<file path="config.mk">
export PLATFORM = sky130hd
export DESIGN_NAME = uart_rx_frame_receiver
export DESIGN_NICKNAME = d
export VERILOG_FILES = /design/src/rtl/uart_rx_frame_receiver.sv
export SDC_FILE = /design/constraint.sdc
export NUM_CORES = 1
export LEC_CHECK = 0
export CAP_MARGIN = 20
export CORE_AREA = 4 4 80 82
export CTS_CLUSTER_SIZE = 20
export DETAILED_ROUTE_END_ITERATION = 8
export DIE_AREA = 0 0 84 86
export SLEW_MARGIN = 20
export SYNTH_ARGS = -nofsm -noshare
export SYNTH_HDL_FRONTEND = slang
export SYNTH_SLANG_ARGS = --single-unit
</file>
<file path="constraint.sdc">
create_clock -name CLK -period 7.1 [get_ports CLK]
set_clock_uncertainty 0.15 [all_clocks]
set_input_delay 0.71 -clock CLK [delete_from_list [all_inputs] [get_ports CLK]]
set_output_delay 0.71 -clock CLK [all_outputs]
set_load 0.01 [all_outputs]
</file>
<file path="src/rtl/uart_rx_frame_receiver.sv">
// Oversampling UART receiver: recovers start/data/parity/stop from RX_IN using a
// 3-tap majority vote around mid-bit and emits the word with a one-cycle strobe.
module uart_rx_frame_receiver #(
  parameter int unsigned DATA_WIDTH = 8
) (
  input  logic                  CLK,
  input  logic                  RST,
  input  logic                  RX_IN,
  input  logic [5:0]            Prescale,
  input  logic                  PAR_EN,
  input  logic                  PAR_TYP,
  output logic [DATA_WIDTH-1:0] P_DATA,
  output logic                  data_valid,
  output logic                  par_err,
  output logic                  stp_err
);

  localparam int unsigned CW = (DATA_WIDTH > 1) ? $clog2(DATA_WIDTH) : 1;

  typedef enum logic [2:0] {IDLE, START, DATA, PARITY, STOP} state_t;

  state_t                  state, state_nxt;
  logic [5:0]              p_lat;
  logic                    par_en_lat, par_typ_lat;
  logic [5:0]              edge_cnt;
  logic [CW-1:0]           bit_cnt;
  logic [1:0]              early;
  logic                    bit_q;
  logic [DATA_WIDTH-1:0]   shift_reg;
  logic                    par_bad;

  logic [5:0] p_cfg;
  logic [5:0] half;
  logic       last_tick;
  logic       start_det;
  logic       glitch;

  always_comb begin
    p_cfg = 6'd8;
    if (Prescale == 6'd8 || Prescale == 6'd16 || Prescale == 6'd32)
      p_cfg = Prescale;
  end

  assign half      = {1'b0, p_lat[5:1]};
  assign last_tick = (edge_cnt == p_lat - 6'd1);
  // A low line in the stop bit's last tick doubles as tick 0 of the next start bit.
  assign start_det = ((state == IDLE) && !RX_IN) ||
                     ((state == STOP) && last_tick && !RX_IN);
  assign glitch    = (state == START) && (edge_cnt == half + 6'd2) && bit_q;

  always_ff @(posedge CLK or negedge RST) begin
    if (!RST) state <= IDLE;
    else      state <= state_nxt;
  end

  always_comb begin
    state_nxt = state;
    case (state)
      IDLE:   if (!RX_IN) state_nxt = START;
      START: begin
        if (glitch)         state_nxt = IDLE;
        else if (last_tick) state_nxt = DATA;
      end
      DATA:
        if (last_tick && (bit_cnt == CW'(DATA_WIDTH - 1)))
          state_nxt = par_en_lat ? PARITY : STOP;
      PARITY: if (last_tick) state_nxt = STOP;
      STOP:   if (last_tick) state_nxt = RX_IN ? IDLE : START;
      default: state_nxt = IDLE;
    endcase
  end

  always_ff @(posedge CLK or negedge RST) begin
    if (!RST) begin
      p_lat       <= 6'd8;
      par_en_lat  <= 1'b0;
      par_typ_lat <= 1'b0;
      edge_cnt    <= '0;
      bit_cnt     <= '0;
      early       <= '1;
      bit_q       <= 1'b1;
      shift_reg   <= '0;
      par_bad     <= 1'b0;
      P_DATA      <= '0;
      data_valid  <= 1'b0;
      par_err     <= 1'b0;
      stp_err     <= 1'b0;
    end else begin
      data_valid <= 1'b0;

      if (start_det) begin
        p_lat       <= p_cfg;
        par_en_lat  <= PAR_EN;
        par_typ_lat <= PAR_TYP;
        edge_cnt    <= 6'd1;
        bit_cnt     <= '0;
        par_bad     <= 1'b0;
      end else if ((state == IDLE) || glitch) begin
        edge_cnt <= '0;
      end else if (last_tick) begin
        edge_cnt <= '0;
        if (state == DATA) bit_cnt <= bit_cnt + CW'(1);
      end else begin
        edge_cnt <= edge_cnt + 6'd1;
      end

      if (edge_cnt == half - 6'd1) early[0] <= RX_IN;
      if (edge_cnt == half)        early[1] <= RX_IN;
      if (edge_cnt == half + 6'd1)
        bit_q <= (early[0] & early[1]) | (early[0] & RX_IN) | (early[1] & RX_IN);

      if ((state == DATA) && last_tick)
        shift_reg <= {bit_q, shift_reg[DATA_WIDTH-1:1]};

      if ((state == PARITY) && last_tick)
        par_bad <= bit_q ^ (^shift_reg) ^ par_typ_lat;

      if ((state == STOP) && last_tick) begin
        par_err <= par_bad;
        stp_err <= ~bit_q;
        if (!par_bad && bit_q) begin
          P_DATA     <= shift_reg;
          data_valid <= 1'b1;
        end
      end
    end
  end

endmodule

</file>
Yosys cells after proc, flatten, opt, wreduce, memory -nomap -nowiden
Cells that the tools add are included.
Widths: inputs -> output; s select.
{"block": "op_classes", "n_addsub": 6, "multipliers": 0, "n_div": 0, "order_cmp": 0, "n_eq_ne": 19, "n_shift": 0, "n_mux": 21, "bitwise_logic": 8, "reduce_logical": 23}
{"op": "$mux 3", "n": 11}
{"op": "$eq 6x6->1", "n": 4}
{"op": "$mux 6", "n": 4}
{"op": "$pmux 3 s5", "n": 1}
{"op": "$ne 2x2->1 const B", "n": 5}
{"op": "$logic_and 1x1->1", "n": 9}
{"op": "$reduce_xor 8->1", "n": 1}
{"op": "$add 5x1->6 const B", "n": 1}
{"op": "$add 5x2->6 const B", "n": 1}
{"op": "$add 6x1->6 const B", "n": 1}
{"op": "$eq 3x2->1 const B", "n": 2}
{"op": "$eq 3x3->1 const B", "n": 2}
{"op": "$eq 6x4->1 const B", "n": 1}
{"op": "$eq 6x5->1", "n": 1}
{"op": "$eq 6x5->1 const B", "n": 1}
{"op": "$eq 6x6->1 const B", "n": 1}
{"op": "$reduce_bool 2->1", "n": 3}
{"op": "$sub 5x1->6 const B", "n": 1}
{"op": "$sub 6x1->6 const B", "n": 1}
{"op": "$mux 1", "n": 5}
{"op": "$reduce_and 5->1", "n": 1}
{"op": "$logic_or 1x1->1", "n": 4}
{"op": "$add 3x1->3 const B", "n": 1}
{"op": "$and 1x1->1", "n": 3}
{"op": "other kinds (9)", "n": 12}
{"block": "word_totals", "regBits": 43, "latchBits": 0, "mem_bits_rw": 0, "romBits": 0, "output_inout_bits": 11, "memories": 0}

Depth between registers and ports, before layout
{"block": "logic_depth", "ltp_word": 7, "depth_mapped": 9, "depth_no_buf": 8}

Worst setup path before layout
OpenSTA, ideal clock, no wires.
{"block": "synth_path", "path_kind": "register to register", "from": "register p_lat[3]", "to": "register p_lat[4]", "setup_time_ns": 0.125, "t_arrival_ns": 2.416, "required_time_ns": 6.825, "path_slack_ns": 4.410, "path_stages_with_launch": 10, "n_path_buf": 2, "path_cell_list": "dfstp_2 buf_4 inv_1 ha_1 xnor2_1 o31ai_2 nand3_2 a2111oi_4 buf_4 mux2_2"}
{"block": "synth_via", "elab_chain_len": 5}
{"item": "start, declared", "line": "23", "text": "logic [5:0] p_lat;"}
{"item": "start signal, assigned", "line": "92", "text": "p_lat <= p_cfg;"}
{"item": "$sub 6x1->6", "line": "45", "text": "assign last_tick = (edge_cnt == p_lat - 6'd1);"}
{"item": "$eq 6x6->1", "line": "45"}
{"item": "$logic_and 1x1->1 (2 in series)", "line": "48", "text": "((state == STOP) && last_tick && !RX_IN);"}
{"item": "$logic_or 1x1->1", "line": "47", "text": "assign start_det = ((state == IDLE) && !RX_IN) ||"}
Every way passes these cells.
A chain may end at the register's enable or synchronous reset.

Worst setup path after layout
{"block": "layout_path", "from": "register p_lat[1]", "to": "register p_lat[5]"}
Same word-level chain as after synthesis.

==> impl_metrics.env <==
export IMPL_max_stage_delay_ps=870
export IMPL_synthXorXnorAreaFrac_pct=12.8
export IMPL_grt_util_met3_pct=3.07
export IMPL_path_class="reg2reg"
export IMPL_antenna_cells=0
export IMPL_p_per_area_nw_per_um2=265
export IMPL_worst_path_buf_inv=1
export IMPL_leakagePower_nw=1.27
export IMPL_p_comb_share_pct=29.2
export IMPL_core_area_um2=5750
export IMPL_path_cells="inv_1 > ha_1 > nor2b_1 > and3b_1 > xnor2_1 > nand3_2 > a2111oi_4 > mux2_2"
export IMPL_seq_area_frac_synth_pct=42.7
export IMPL_switching_share_pct=33.5
export IMPL_muxShareOfSynthArea_pct=13.9
export IMPL_hold_buffers=0
export IMPL_cts_resized=0
export IMPL_clock_insertion_delay_worst_skew_ps=300
export IMPL_fp_row_count=28
export IMPL_crit_family="compound AO/OA/AOI/OAI gates"
export IMPL_yosys_warnings=0
export IMPL_place_ws_ps=3840
export IMPL_num_vias=1632
export IMPL_cp_end_kind="register"
export IMPL_final_nets=263
export IMPL_fin_crit_sh_pct=45.1
export IMPL_die_area_um2=7220
export IMPL_maxCapViolations=0
export IMPL_synth_top_family_by_area="multiplexers"
export IMPL_async_flop_share_pct=100
export IMPL_synthDistinctLibCells=48
export IMPL_drtIter0Drc=115
export IMPL_p_int_mw=0.505
export IMPL_setup_violations_final=0
export IMPL_drc=0
export IMPL_hpwl_mm=3.17
export IMPL_overflow=0
export IMPL_fin_setup_tns_ps=0
export IMPL_relSlewSlack_pct=35.4
export IMPL_slew_violations=0
export IMPL_netlist_area_um2=2530
export IMPL_grt_pass1_vias=1565
export IMPL_clock_root_buffer="clkbuf_8"
export IMPL_syn_num_nets=248
export IMPL_p_switching_mw=0.254
export IMPL_busiest_layer="met2"
export IMPL_grt_pass1_wl_mm=7.70
export IMPL_status="completed"
export IMPL_hold_class="reg2reg"
export IMPL_synth_ff_type="dfrtp_1"
export IMPL_syn_instance_count=228
export IMPL_synth_enable_flop_cells=0
export IMPL_startpoint_type="register"
export IMPL_grt_start_max_net_pins=44
export IMPL_arrival_ps=3240
export IMPL_place_congestion=0.829
export IMPL_drive_gt1_share_pct=19.3
export IMPL_tightest_slew_ps=961
export IMPL_yosys_area_share_simple_pct=13.5
export IMPL_layout_setup_ws_ps=3900
export IMPL_clkSinkCount=43
export IMPL_antenna_found_initial=0
export IMPL_rsz0062_at_grt="false"
export IMPL_period_minus_slack_ps=3200
export IMPL_totalWireLength_mm=4.43
export IMPL_fillers=536
export IMPL_io_buffers=21
export IMPL_slowest_stage="a2111oi_4"
export IMPL_ys_seq_elements=43
export IMPL_wire_per_inst_um=13.9
export IMPL_finalPower_mw=0.760
export IMPL_post_synth_cell_area_avg_um2=11.1
export IMPL_seqPwrFrac_pct=45.5
export IMPL_synth_compound_area_share_pct=8.16
export IMPL_io_pins=22
export IMPL_cts_clk_slew_worst_paths_ps=80
export IMPL_cts_inserted_buffers=5
export IMPL_initial_utilization_pct=44.1
export IMPL_p_clk_share_pct=25.3
export IMPL_ir_drop_mv=0.149
export IMPL_postCtsSetupBuffers=0
export IMPL_hold_ws_ps=331
export IMPL_firstDrtPassIters=4
export IMPL_drtAntennaViolNets=0
export IMPL_die_h_um=86
export IMPL_crit_fanout=13
export IMPL_grtUsageMet1_pct=18.7
export IMPL_drt_vias_per_instance=5.12
export IMPL_area_delta_synth_final_pct=13.3
export IMPL_hold_viol_final=0
export IMPL_grt_usage_pct=13.3
export IMPL_max_freq_ghz=0.312
export IMPL_tritoncts="built"
export IMPL_cts_max_level=2
export IMPL_synth_fa_ha_area_share_pct=4.84
export IMPL_grtUsageMet2_pct=19.9
export IMPL_required_ps=7140
export IMPL_ctsLongestPathBuffers=2
export IMPL_die_width_um=84
placed cells by master (no fill, tap or decap), types with 2 or more instances in the layout:
cell,instances
nor2_1,19
nand2b_1,3
dfrtp_1,39
xor2_1,10
mux2_2,17
o31ai_1,2
nand4_1,3
nor3_1,6
xnor2_1,25
clkbuf_8,5
nor2b_1,5
dfstp_2,4
o21ai_0,6
nor3b_1,2
mux2_4,8
ha_1,9
a21oi_1,5
o21bai_1,2
mux2i_1,4
nand3_1,7
clkdlybuf4s50_1,20
nand2_1,8
inv_1,8
per-stage QoR:
| step | area [µm²] | cells | utilization (%) |
|---|---|---|---|
| after floorplan | 2530 | 228 | - |
| after global placement | 2760 | 311 | 48.0 |
| after detailed placement | 2760 | 311 | 48.0 |
| after CTS | 2870 | 319 | 49.9 |
| after global routing | 2870 | 319 | 49.9 |
| final | 2870 | 319 | 49.9 |
worst reg2reg max path: stages, from the launching register on:
cell and delay [ps]:
dfrtp_1 460, inv_1 120, ha_1 260, nor2b_1 170, and3b_1 190, xnor2_1 210
nand3_2 240, a2111oi_4 870, mux2_2 420
synth_stat cells (2+ instances only):
cell type / number / share of area [%]
nand2b_1: 3 / 0.74
clkbuf_1: 6 / 0.89
xnor2_1: 25 / 8.7
buf_2: 3 / 0.59
o21ai_0: 6 / 1.2
xor2_1: 10 / 3.5
dfrtp_1: 39 / 39
a21oi_1: 5 / 0.99
dfstp_2: 4 / 4.2
buf_4: 2 / 0.59
nor3_1: 6 / 1.2
mux2_4: 8 / 4.7
nor3b_1: 2 / 0.59
mux2i_1: 4 / 1.6
nand3_1: 7 / 1.4
nor2b_1: 5 / 1.2
o21bai_1: 2 / 0.59
nor2_1: 19 / 2.8
nand4_1: 3 / 0.74
mux2_2: 17 / 7.6
ha_1: 9 / 4.4
o31ai_1: 2 / 0.59
inv_1: 8 / 1.2
nand2_1: 8 / 1.2
buf_6: 2 / 0.89
logic make-up (layout without fill, tap and decap cells):
| logic type | count (synthesis) | count (layout) |
|---|---|---|
| compound gates | 27 | 27 |
| xor+xnor | 36 | 36 |
| fa+ha+maj | 10 | 10 |
| buf+inv | 21 | 37 |
| flops | 43 | 43 |
| mux | 29 | 29 |
| simple gates | 62 | 62 |
power groups by stage:
stage | logic [mW] | registers [mW] | clock network [mW]
5_1_grt | 0.248 | 0.354 | 0.210
2_1_floorplan | 0.219 | 0.309 | 0
3_5_place_dp | 0.223 | 0.351 | 0
4_1_cts | 0.225 | 0.346 | 0.200
6_report | 0.222 | 0.346 | 0.192
3_3_place_gp | 0.222 | 0.353 | 0
metal layers:
layer	share of wire [%]	vias to the layer above
met5	0	-
met4	1.9	0
met3	3.2	7
met2	44	26
met1	51	783
li1	-	816
cell type report:
class / count / area (µm²) / area share (%)
clock buffers: 5 / 68.8 / 2.40
clock inverters: 3 / 43.8 / 1.53
multi-input cells: 164 / 1350 / 46.9
flip-flops and latches: 43 / 1080 / 37.7
inverters: 8 / 30.0 / 1.05
well taps: 75 / 93.8 / 3.27
repair buffers: 21 / 205 / 7.16
path summary, 6_finish.rpt:
| check | depth (start not counted) | from | end | slack (ps) |
|---|---|---|---|---|
| worst max-delay path | 8 | p_lat[1] | p_lat[5] | 3900 |
| worst min-delay path | 1 | stp_err | stp_err | 330 |
| worst max register to register | 8 | p_lat[1] | p_lat[5] | 3900 |
| worst min register to register | 1 | stp_err | stp_err | 330 |
| max in group asynchronous | 1 | RST | edge_cnt[4] | 5820 |
| min in group asynchronous | 1 | RST | data_valid | 400 |
Power figures use the tool's default switching activity.
